### config.mk
export PLATFORM = sky130hd
export DESIGN_NAME = cat_move_sequencer
export DESIGN_NICKNAME = d
export VERILOG_FILES = /design/src/rtl/cat_trap_pkg.sv /design/src/rtl/cat_nbr_calc.sv /design/src/rtl/cat_move_sequencer.sv
export SDC_FILE = /design/constraint.sdc
export NUM_CORES = 1
export LEC_CHECK = 0
export CAP_MARGIN = 20
export CORE_ASPECT_RATIO = 1.2
export CORE_MARGIN = 4
export CORE_UTILIZATION = 40
export CTS_CLUSTER_DIAMETER = 150
export CTS_CLUSTER_SIZE = 20
export DETAILED_ROUTE_END_ITERATION = 7
export SYNTH_ARGS = -nofsm -noshare
export SYNTH_HDL_FRONTEND = slang
export SYNTH_SLANG_ARGS = --single-unit
### constraint.sdc
create_clock -name Clk -period 8.2 [get_ports Clk]
set_input_delay 1.64 -clock Clk [delete_from_list [all_inputs] [get_ports Clk]]
set_output_delay 1.64 -clock Clk [all_outputs]
set_load 0.02 [all_outputs]
### src/rtl/cat_trap_pkg.sv
// Shared types for the cat-trap game: cell, result, direction and sequencer state encodings.
package cat_trap_pkg;

  localparam int unsigned BOARD_ROWS = 6;
  localparam int unsigned BOARD_COLS = 7;
  localparam int unsigned BOARD_RW   = 3;
  localparam int unsigned BOARD_CW   = 3;
  localparam int unsigned CAT_START_R = 3;
  localparam int unsigned CAT_START_C = 3;

  typedef enum logic [1:0] {
    CELL_EMPTY = 2'd0,
    CELL_BLOCK = 2'd1,
    CELL_CAT   = 2'd2
  } cell_t;

  typedef enum logic [1:0] {
    RES_MOVED   = 2'd0,
    RES_TRAPPED = 2'd1,
    RES_ESCAPED = 2'd2,
    RES_ILLEGAL = 2'd3
  } result_t;

  typedef enum logic [1:0] {
    DIR_DOWN  = 2'd0,
    DIR_UP    = 2'd1,
    DIR_RIGHT = 2'd2,
    DIR_LEFT  = 2'd3
  } dir_t;

  typedef enum logic [3:0] {
    ST_INIT,
    ST_IDLE,
    ST_WR_BLOCK,
    ST_EVAL,
    ST_CHK,
    ST_WR_CAT,
    ST_CLR_OLD,
    ST_DONE,
    ST_OVER
  } state_t;

endpackage

### src/rtl/cat_nbr_calc.sv
// Neighbour of the cat cell in a given direction, with a flag when that neighbour leaves the board.
module cat_nbr_calc
  import cat_trap_pkg::*;
#(
  parameter int unsigned ROWS = BOARD_ROWS,
  parameter int unsigned COLS = BOARD_COLS,
  parameter int unsigned RW   = BOARD_RW,
  parameter int unsigned CW   = BOARD_CW
) (
  input  logic [RW-1:0] cat_row,
  input  logic [CW-1:0] cat_col,
  input  dir_t          dir,
  output logic [RW-1:0] nbr_row,
  output logic [CW-1:0] nbr_col,
  output logic          off_grid
);

  always_comb begin
    nbr_row  = cat_row;
    nbr_col  = cat_col;
    off_grid = 1'b0;
    case (dir)
      DIR_DOWN: begin
        nbr_row  = cat_row + RW'(1);
        off_grid = (cat_row == RW'(ROWS - 1));
      end
      DIR_UP: begin
        nbr_row  = cat_row - RW'(1);
        off_grid = (cat_row == RW'(0));
      end
      DIR_RIGHT: begin
        nbr_col  = cat_col + CW'(1);
        off_grid = (cat_col == CW'(COLS - 1));
      end
      default: begin
        nbr_col  = cat_col - CW'(1);
        off_grid = (cat_col == CW'(0));
      end
    endcase
  end

endmodule

### src/rtl/cat_move_sequencer.sv
// Sequences board-memory accesses for one cat-trap turn: init sweep, block write, neighbour probes, cat move.
// Build option CAT_ROUND_ROBIN_EN rotates the first probed direction after every successful move.
module cat_move_sequencer
  import cat_trap_pkg::*;
#(
  parameter int unsigned ROWS   = BOARD_ROWS,
  parameter int unsigned COLS   = BOARD_COLS,
  parameter int unsigned RW     = BOARD_RW,
  parameter int unsigned CW     = BOARD_CW,
  parameter int unsigned CAT_R0 = CAT_START_R,
  parameter int unsigned CAT_C0 = CAT_START_C
) (
  input  logic          Clk,
  input  logic          Reset,
  input  logic          place_valid,
  input  logic [RW-1:0] place_row,
  input  logic [CW-1:0] place_col,
  output logic          place_ready,
  input  logic          restart,
  output logic          mem_en,
  output logic          mem_we,
  output logic [RW-1:0] mem_row,
  output logic [CW-1:0] mem_col,
  output logic [1:0]    mem_wdata,
  input  logic [1:0]    mem_rdata,
  output logic [RW-1:0] cat_row,
  output logic [CW-1:0] cat_col,
  output logic          busy,
  output logic          done,
  output logic [1:0]    result
);

  state_t        state, state_n;
  logic [RW-1:0] init_row, init_row_n;
  logic [CW-1:0] init_col, init_col_n;
  logic          init_fin, init_fin_n;
  dir_t          dir, dir_n, dir_sel, start_dir;
  logic [1:0]    probe, probe_n;
  logic [RW-1:0] nbr_row_q, nbr_row_n, nbr_row;
  logic [CW-1:0] nbr_col_q, nbr_col_n, nbr_col;
  logic          off_grid;
  logic [RW-1:0] cat_row_n, mem_row_n;
  logic [CW-1:0] cat_col_n, mem_col_n;
  logic [1:0]    result_n, mem_wdata_n;
  logic          done_n, place_ready_n, mem_en_n, mem_we_n, illegal;

  // In CHK the neighbour for the next probe is needed to schedule its read.
  assign dir_sel = (state == ST_CHK) ? dir_t'(dir + 2'd1) : dir;
  assign busy    = (state != ST_IDLE) && (state != ST_OVER);
  assign illegal = (32'(place_row) >= ROWS) || (32'(place_col) >= COLS) ||
                   ((place_row == cat_row) && (place_col == cat_col));

  cat_nbr_calc #(.ROWS(ROWS), .COLS(COLS), .RW(RW), .CW(CW)) u_nbr (
    .cat_row (cat_row),
    .cat_col (cat_col),
    .dir     (dir_sel),
    .nbr_row (nbr_row),
    .nbr_col (nbr_col),
    .off_grid(off_grid)
  );

`ifdef CAT_ROUND_ROBIN_EN
  always_ff @(posedge Clk or posedge Reset) begin
    if (Reset)                   start_dir <= DIR_DOWN;
    else if (state == ST_CLR_OLD) start_dir <= dir_t'(start_dir + 2'd1);
  end
`else
  assign start_dir = DIR_DOWN;
`endif

  always_ff @(posedge Clk or posedge Reset) begin
    if (Reset) begin
      state       <= ST_INIT;
      init_row    <= '0;
      init_col    <= '0;
      init_fin    <= 1'b0;
      dir         <= DIR_DOWN;
      probe       <= 2'd0;
      nbr_row_q   <= '0;
      nbr_col_q   <= '0;
      cat_row     <= RW'(CAT_R0);
      cat_col     <= CW'(CAT_C0);
      result      <= RES_MOVED;
      done        <= 1'b0;
      place_ready <= 1'b0;
      mem_en      <= 1'b0;
      mem_we      <= 1'b0;
      mem_row     <= '0;
      mem_col     <= '0;
      mem_wdata   <= CELL_EMPTY;
    end else begin
      state       <= state_n;
      init_row    <= init_row_n;
      init_col    <= init_col_n;
      init_fin    <= init_fin_n;
      dir         <= dir_n;
      probe       <= probe_n;
      nbr_row_q   <= nbr_row_n;
      nbr_col_q   <= nbr_col_n;
      cat_row     <= cat_row_n;
      cat_col     <= cat_col_n;
      result      <= result_n;
      done        <= done_n;
      place_ready <= place_ready_n;
      mem_en      <= mem_en_n;
      mem_we      <= mem_we_n;
      mem_row     <= mem_row_n;
      mem_col     <= mem_col_n;
      mem_wdata   <= mem_wdata_n;
    end
  end

  // Outputs are registered, so each branch schedules the access of the state being entered.
  always_comb begin
    state_n       = state;
    init_row_n    = init_row;
    init_col_n    = init_col;
    init_fin_n    = init_fin;
    dir_n         = dir;
    probe_n       = probe;
    nbr_row_n     = nbr_row_q;
    nbr_col_n     = nbr_col_q;
    cat_row_n     = cat_row;
    cat_col_n     = cat_col;
    result_n      = result;
    done_n        = 1'b0;
    place_ready_n = 1'b0;
    mem_en_n      = 1'b0;
    mem_we_n      = 1'b0;
    mem_row_n     = mem_row;
    mem_col_n     = mem_col;
    mem_wdata_n   = mem_wdata;
    case (state)
      ST_INIT: begin
        if (init_fin) begin
          state_n       = ST_IDLE;
          place_ready_n = 1'b1;
        end else begin
          mem_en_n    = 1'b1;
          mem_we_n    = 1'b1;
          mem_row_n   = init_row;
          mem_col_n   = init_col;
          mem_wdata_n = ((init_row == RW'(CAT_R0)) && (init_col == CW'(CAT_C0))) ? CELL_CAT : CELL_EMPTY;
          if (init_col == CW'(COLS - 1)) begin
            init_col_n = '0;
            if (init_row == RW'(ROWS - 1)) init_fin_n = 1'b1;
            else                           init_row_n = init_row + RW'(1);
          end else begin
            init_col_n = init_col + CW'(1);
          end
        end
      end
      ST_IDLE: begin
        place_ready_n = 1'b1;
        if (place_valid && place_ready) begin
          place_ready_n = 1'b0;
          if (illegal) begin
            result_n = RES_ILLEGAL;
            done_n   = 1'b1;
            state_n  = ST_DONE;
          end else begin
            mem_en_n    = 1'b1;
            mem_we_n    = 1'b1;
            mem_row_n   = place_row;
            mem_col_n   = place_col;
            mem_wdata_n = CELL_BLOCK;
            dir_n       = start_dir;
            probe_n     = 2'd0;
            state_n     = ST_WR_BLOCK;
          end
        end
      end
      ST_WR_BLOCK: begin
        state_n = ST_EVAL;
        if (!off_grid) begin
          mem_en_n  = 1'b1;
          mem_row_n = nbr_row;
          mem_col_n = nbr_col;
          nbr_row_n = nbr_row;
          nbr_col_n = nbr_col;
        end
      end
      ST_EVAL: begin
        if (off_grid) begin
          result_n = RES_ESCAPED;
          done_n   = 1'b1;
          state_n  = ST_DONE;
        end else begin
          state_n = ST_CHK;
        end
      end
      ST_CHK: begin
        if (mem_rdata != CELL_BLOCK) begin
          mem_en_n    = 1'b1;
          mem_we_n    = 1'b1;
          mem_row_n   = nbr_row_q;
          mem_col_n   = nbr_col_q;
          mem_wdata_n = CELL_CAT;
          state_n     = ST_WR_CAT;
        end else if (probe != 2'd3) begin
          probe_n = probe + 2'd1;
          dir_n   = dir_sel;
          state_n = ST_EVAL;
          if (!off_grid) begin
            mem_en_n  = 1'b1;
            mem_row_n = nbr_row;
            mem_col_n = nbr_col;
            nbr_row_n = nbr_row;
            nbr_col_n = nbr_col;
          end
        end else begin
          result_n = RES_TRAPPED;
          done_n   = 1'b1;
          state_n  = ST_DONE;
        end
      end
      ST_WR_CAT: begin
        mem_en_n    = 1'b1;
        mem_we_n    = 1'b1;
        mem_row_n   = cat_row;
        mem_col_n   = cat_col;
        mem_wdata_n = CELL_EMPTY;
        state_n     = ST_CLR_OLD;
      end
      ST_CLR_OLD: begin
        cat_row_n = nbr_row_q;
        cat_col_n = nbr_col_q;
        result_n  = RES_MOVED;
        done_n    = 1'b1;
        state_n   = ST_DONE;
      end
      ST_DONE: begin
        if ((result == RES_MOVED) || (result == RES_ILLEGAL)) begin
          state_n       = ST_IDLE;
          place_ready_n = 1'b1;
        end else begin
          state_n = ST_OVER;
        end
      end
      ST_OVER: begin
        if (restart) begin
          cat_row_n  = RW'(CAT_R0);
          cat_col_n  = CW'(CAT_C0);
          init_row_n = '0;
          init_col_n = '0;
          init_fin_n = 1'b0;
          state_n    = ST_INIT;
        end
      end
      default: state_n = ST_INIT;
    endcase
  end

endmodule

==> flow_summary.ini, run 1 <==
[synthesis]
synth_cell_type_count = 65
synth_async_sr_flop_share = 1.00
synth_adder_area_share = 0.0338
synth_area_leader_cell = dfrtp_1
synth_top_family_by_area = simple AND/OR/NAND/NOR gates
yosys-top-cells-area = dfrtp_1 33%, mux2i_1 4.3%, dfstp_2 3.7%
yosys_warnings = 0
syn_nets = 324
synth_mux_area_frac = 0.0708
synth-simple-area-share = 0.247
synthFlopType = dfrtp_1
synth_cells = 305
synth_edf_count = 0
synth_top_cell_area_share = 0.329
synth_compound_area_frac = 0.192
synth_area_um2 = 2810
ys_ff_latch = 41
synth_xor_area_frac = 0.0405
ys_seq_area_frac = 0.367
syn_avg_cell_area_um2 = 9.21

[final_layout]
drive_gt1_frac = 0.108
num_antenna_cells = 0
nets = 350
area_growth_pct = 18.3
multi_input_area_um2 = 1640
final_util = 0.485
final-seq-area_um2 = 1030
fillCellCount = 684

[placed_design]
dp_hpwl_um = 5550
io_buffers = 32
pre_cts_ws_ps = 4050
gp_congestion = 0.900

[cts]
cts-htree-levels = 2
cts_tree = yes
clockBufferDepth = 2
cts_setup_buffers = 0
cts_resized = 0
clock_sinks = 41
cts_buffers = 5
clock_latency_ps = 300
cts.clk_slew.worst_paths_ps = 90
cts-root-buf = clkbuf_8
hold_buffers = 0

[pwr]
p_switching_uw = 642
pwr-share-clk = 0.141
finalPower_mw = 1.42
seqPwrFrac = 0.318
p_leak_nw = 1.35
pwr-share-comb = 0.541
powerDensity_nw_per_um2 = 428
peakVddDrop_mv = 0.173
internal_power_uw = 780
switching_share = 0.451

[setup_path]
crit_fanout = 19
cp.required_ps = 6560
worst-endpoint-arrival_ps = 2620
start_kind = flop
setup.worst_path.end_class = output port
path_class = reg -> out
rrSetupSlack_ps = 4490

[timing]
fin_crit_sh = 0.519
timing.final.ws_setup_ps = 3940
fmax_mhz = 235
min_period_ps = 4260
slew_headroom = 0.366
rsz0062_at_grt = false
fin_skew_ps = 4.28
drv_slew = 0
tightest_slew_ps = 948
hold_violations = 0
setup_viol = 0
setup_tns_ps = 0

[floorplan]
row_count = 33
chipWidth_um = 84.5
die_y_um = 99.8
core_area_um2 = 6850
dieArea_um2 = 8440
start_util = 0.410
io-pin-count = 33

[route]
vias_per_cell = 5.86
drc = 0
drt-wirelength-per-cell_um = 18.0
postRouteAntennaNets = 0
wl_um = 7520
drt-initial-drc-count = 160
first_pass_iters = 4
vias = 2456

[grt]
grt_pass1_wl_um = 12400
grt_overflow = 0
grt_pass1_vias = 2336
antenna_found_initial = 0
grt_usage = 0.185
grt_max_degree = 42

[job]
cap_viol_max_count = 0

[run_status]
status = complete, no violations

[worst_hold_path]
hp-class = reg -> reg
==> worst max-delay path, stage by stage (launching register included) <==
cell and delay, ps:
dfrtp_1 760, nor4b_2 880, a21oi_1 90, clkdlybuf4s50_1 590
==> final cells by class <==
cell class,instances,area share
Clock buffer,5,0.0207
Clock inverter,3,0.0207
Inverter,15,0.0169
Multi-Input combinational cell,232,0.493
Sequential cell,41,0.310
Tap cell,87,0.0327
Timing Repair Buffer,36,0.105
==> Yosys cell counts, types with 4 or more instances <==
cell,number
a211oi_1,4
a21oi_1,14
a222oi_1,5
a31oi_1,5
and2_1,4
and3_1,5
and4_1,4
clkbuf_1,13
dfrtp_1,37
dfstp_2,4
ha_1,6
inv_1,15
mux2i_1,12
nand2_1,15
nand2b_1,4
nand3_1,12
nor2_1,26
nor2b_1,5
nor3_1,6
nor4_1,5
o21ai_0,13
o22ai_1,5
or2_2,6
or3_1,6
xnor2_1,10
==> placed cells by master (no fill, tap or decap), types with 10 or more instances in the layout <==
cell type	instances
inv_1	14
nand2_1	15
nor2_1	26
nand3_1	12
mux2i_1	12
o21ai_0	13
dfrtp_1	37
a21oi_1	14
xnor2_1	10
clkdlybuf4s50_1	32
==> metrics by stage <==
step / cells / hold slack [ps] / area, µm²
after floorplan: 305 / 457 / 2810
final: 419 / 482 / 3320
after global routing: 419 / 531 / 3320
after CTS: 419 / 491 / 3320
after detailed placement: 411 / 479 / 3190
after global placement: 411 / 474 / 3190
==> layer usage <==
metal / vias up / share of wire / GRT usage
li1: 1189 / - / -
met1: 1199 / 0.45 / 0.251
met2: 59 / 0.49 / 0.305
met3: 9 / 0.049 / 0.0287
met4: 0 / 0.014 / 0.0536
met5: - / 0 / 0
==> cells by family after synthesis <==
logic type,after synthesis
XOR/XNOR,13
AND/OR/NAND/NOR,118
adder cells (fa/ha/maj),7
buffers and inverters,32
AO/OA/AOI/OAI,76
multiplexers,18
flip-flops,41
==> flip-flops by register name, indices dropped and copies added (netlist names), 3 cells and up <==
name and flops:
cat_col 3, cat_row 3, init_col 3, init_row 3, mem_col 3, mem_row 3, nbr_col_q 3, nbr_row_q 3
state 4
==> power by group through the flow <==
stage | Clock (mW) | Combinational (mW) | Sequential (mW)
after global placement | 0 | 0.763 | 0.454
after global routing | 0.213 | 0.853 | 0.472
final | 0.200 | 0.770 | 0.452
after floorplan | 0 | 0.547 | 0.423
after detailed placement | 0 | 0.767 | 0.454
after CTS | 0.205 | 0.771 | 0.450
==> final timing paths <==
check	to	from	depth (start not counted)
worst max-delay path	busy	state[0]	3
worst min-delay path	probe[0]	probe[0]	1
worst max register to register	mem_col[2]	state[2]	9
worst min register to register	probe[0]	probe[0]	1
max in group asynchronous	cat_row[2]	Reset	3
min in group asynchronous	init_row[1]	Reset	3
Note: power is estimated with default switching activity, not from simulation.
==> run 2: changes to the inputs <==
==> constraint.sdc (replaced) <==
create_clock -name Clk -period 3.8 [get_ports Clk]
set_input_delay 0.76 -clock Clk [delete_from_list [all_inputs] [get_ports Clk]]
set_output_delay 0.76 -clock Clk [all_outputs]
set_load 0.02 [all_outputs]
==> run 2 against run 1 <==
Effect of this change:
- register-to-register slack worse by 3700 ps
- combinational power is 130% higher
- first-iteration DRC count is 9.4% higher
- non-clock buffer count rose by 7
- die area stayed put
- sequential share of layout area down 0.48 points
- clock skew shrank 0.96 ps
- worst setup slack worse by 3200 ps
- highest routed layer unchanged
- critical path depth is 3 higher
- core utilization rose by 0.77 points
- sequential power increased by 98%
- routed wire length is 3.5% higher
==> flow_summary.ini, run 2 (synthesis gave the netlist of run 1 again) <==
[placed_design]
dp_hpwl_um = 5850
placed_area_um2 = 3240
gp_congestion = 0.897
io_buffers = 32
dp_cells = 418
pre_cts_ws_ps = 601

[route]
vias = 2537
drt-initial-drc-count = 175
vias_per_cell = 5.96
first_pass_iters = 6
wl_um = 7780
drc = 0
postRouteAntennaNets = 0
drt-wirelength-per-cell_um = 18.3

[floorplan]
start_util = 0.410
io-pin-count = 33
dieArea_um2 = 8440
row_count = 33
core_area_um2 = 6850
chipWidth_um = 84.5
die_y_um = 99.8

[final_layout]
area_growth_pct = 20.2
layout_common_cells = 37 x dfrtp_1, 32 x clkdlybuf4s50_1, 26 x nor2_1
layout_commonest_cell = dfrtp_1
nets = 357
fin_cells = 426
regMostFlops = state
num_antenna_cells = 0
fillCellCount = 695
multi_input_area_um2 = 1640
final-seq-area_um2 = 1030
drive_gt1_frac = 0.127
largest_reg_flops = 4
final_cell_area_um2 = 3380

[pwr]
p_leak_nw = 1.38
powerDensity_nw_per_um2 = 924
peakVddDrop_mv = 0.346
finalPower_mw = 3.12

[setup_path]
path_class = reg -> reg
worst-endpoint-arrival_ps = 3220
cp_slowest_cell = or4b_1
worstPathCellList = or4b_1, mux2i_1, a221o_1, or2_1, nor3_4, mux2_4
cp_num_buf_inv = 0
setup.worst_path.end_class = flop
crit_fanout = 10
cp.required_ps = 3990
start_kind = flop
crit_family = simple AND/OR/NAND/NOR gates
r2r_cells = 6
max_stage_delay_ps = 740
path_depth = 6

[timing]
rsz0062_at_grt = false
setup_viol = 0
fin_skew_ps = 3.31
min_period_ps = 3030
drv_slew = 0
fin_crit_sh = 0.797
setup_tns_ps = 0
hold_violations = 0
slew_headroom = 0.448
fmax_mhz = 330
timing.final.ws_setup_ps = 770
tightest_slew_ps = 821

[cts]
cts_resized = 0
cts_tree = yes
hold_buffers = 0
clock_sinks = 41
cts-htree-levels = 2
cts.clk_slew.worst_paths_ps = 90
cts_buffers = 5
cts-root-buf = clkbuf_8
cts_setup_buffers = 0
clockBufferDepth = 2
clock_latency_ps = 300

[grt]
grt_pass1_vias = 2409
grt_overflow = 0
antenna_found_initial = 0
grt_pass1_wl_um = 12700
grt_max_degree = 24
grt_usage = 0.187

[worst_hold_path]
hold_depth = 1
hp-class = reg -> reg

[job]
cap_viol_max_count = 0

[run_status]
status = complete, no violations
==> run 2: cell types whose count changed in the layout (fill, tap and decap cells not counted), sizes merged <==
| cell | before | now |
|---|---|---|
| buf | 4 | 11 |
==> run 2: through the flow <==
stage / util / hold WS (ps)
2_1_floorplan: - / 457
3_3_place_gp: 0.473 / 478
3_5_place_dp: 0.473 / 484
4_1_cts: 0.493 / 496
5_1_grt: 0.493 / 518
6_report: 0.493 / 487
==> run 2: path summary, 6_finish.rpt <==
check	to	slack, ps	from
setup / recovery	nbr_row_q[2]	770	state[0]
hold / removal	probe[0]	490	probe[0]
setup reg to reg	nbr_row_q[2]	770	state[0]
hold reg to reg	probe[0]	490	probe[0]
max in group asynchronous	cat_row[0]	2280	Reset
min in group asynchronous	init_col[0]	790	Reset
==> run 2: report_power, final <==
part	switching [mW]	internal [mW]	total, mW
Combinational	0.992	0.806	1.80
Clock	0.165	0.265	0.430
Sequential	0.244	0.649	0.893
Total	1.40	1.72	3.12
==> run 2: area by class of cell <==
cell class              instances  share of cell area
clock buffers                   5              0.0204
inverters                      15              0.0167
well taps                      87              0.0322
flip-flops and latches         41               0.305
multi-input cells             232               0.486
clock inverters                 3              0.0204
repair buffers                 43               0.119
==> run 2: routing by layer <==
layer | wire length, µm | vias up | part of all wire | global-route usage
li1 | - | 1205 | - | -
met1 | 3410 | 1242 | 0.44 | 0.255
met2 | 3880 | 80 | 0.50 | 0.311
met3 | 367 | 10 | 0.047 | 0.0255
met4 | 131 | 0 | 0.017 | 0.0548
met5 | 0 | - | 0 | 0
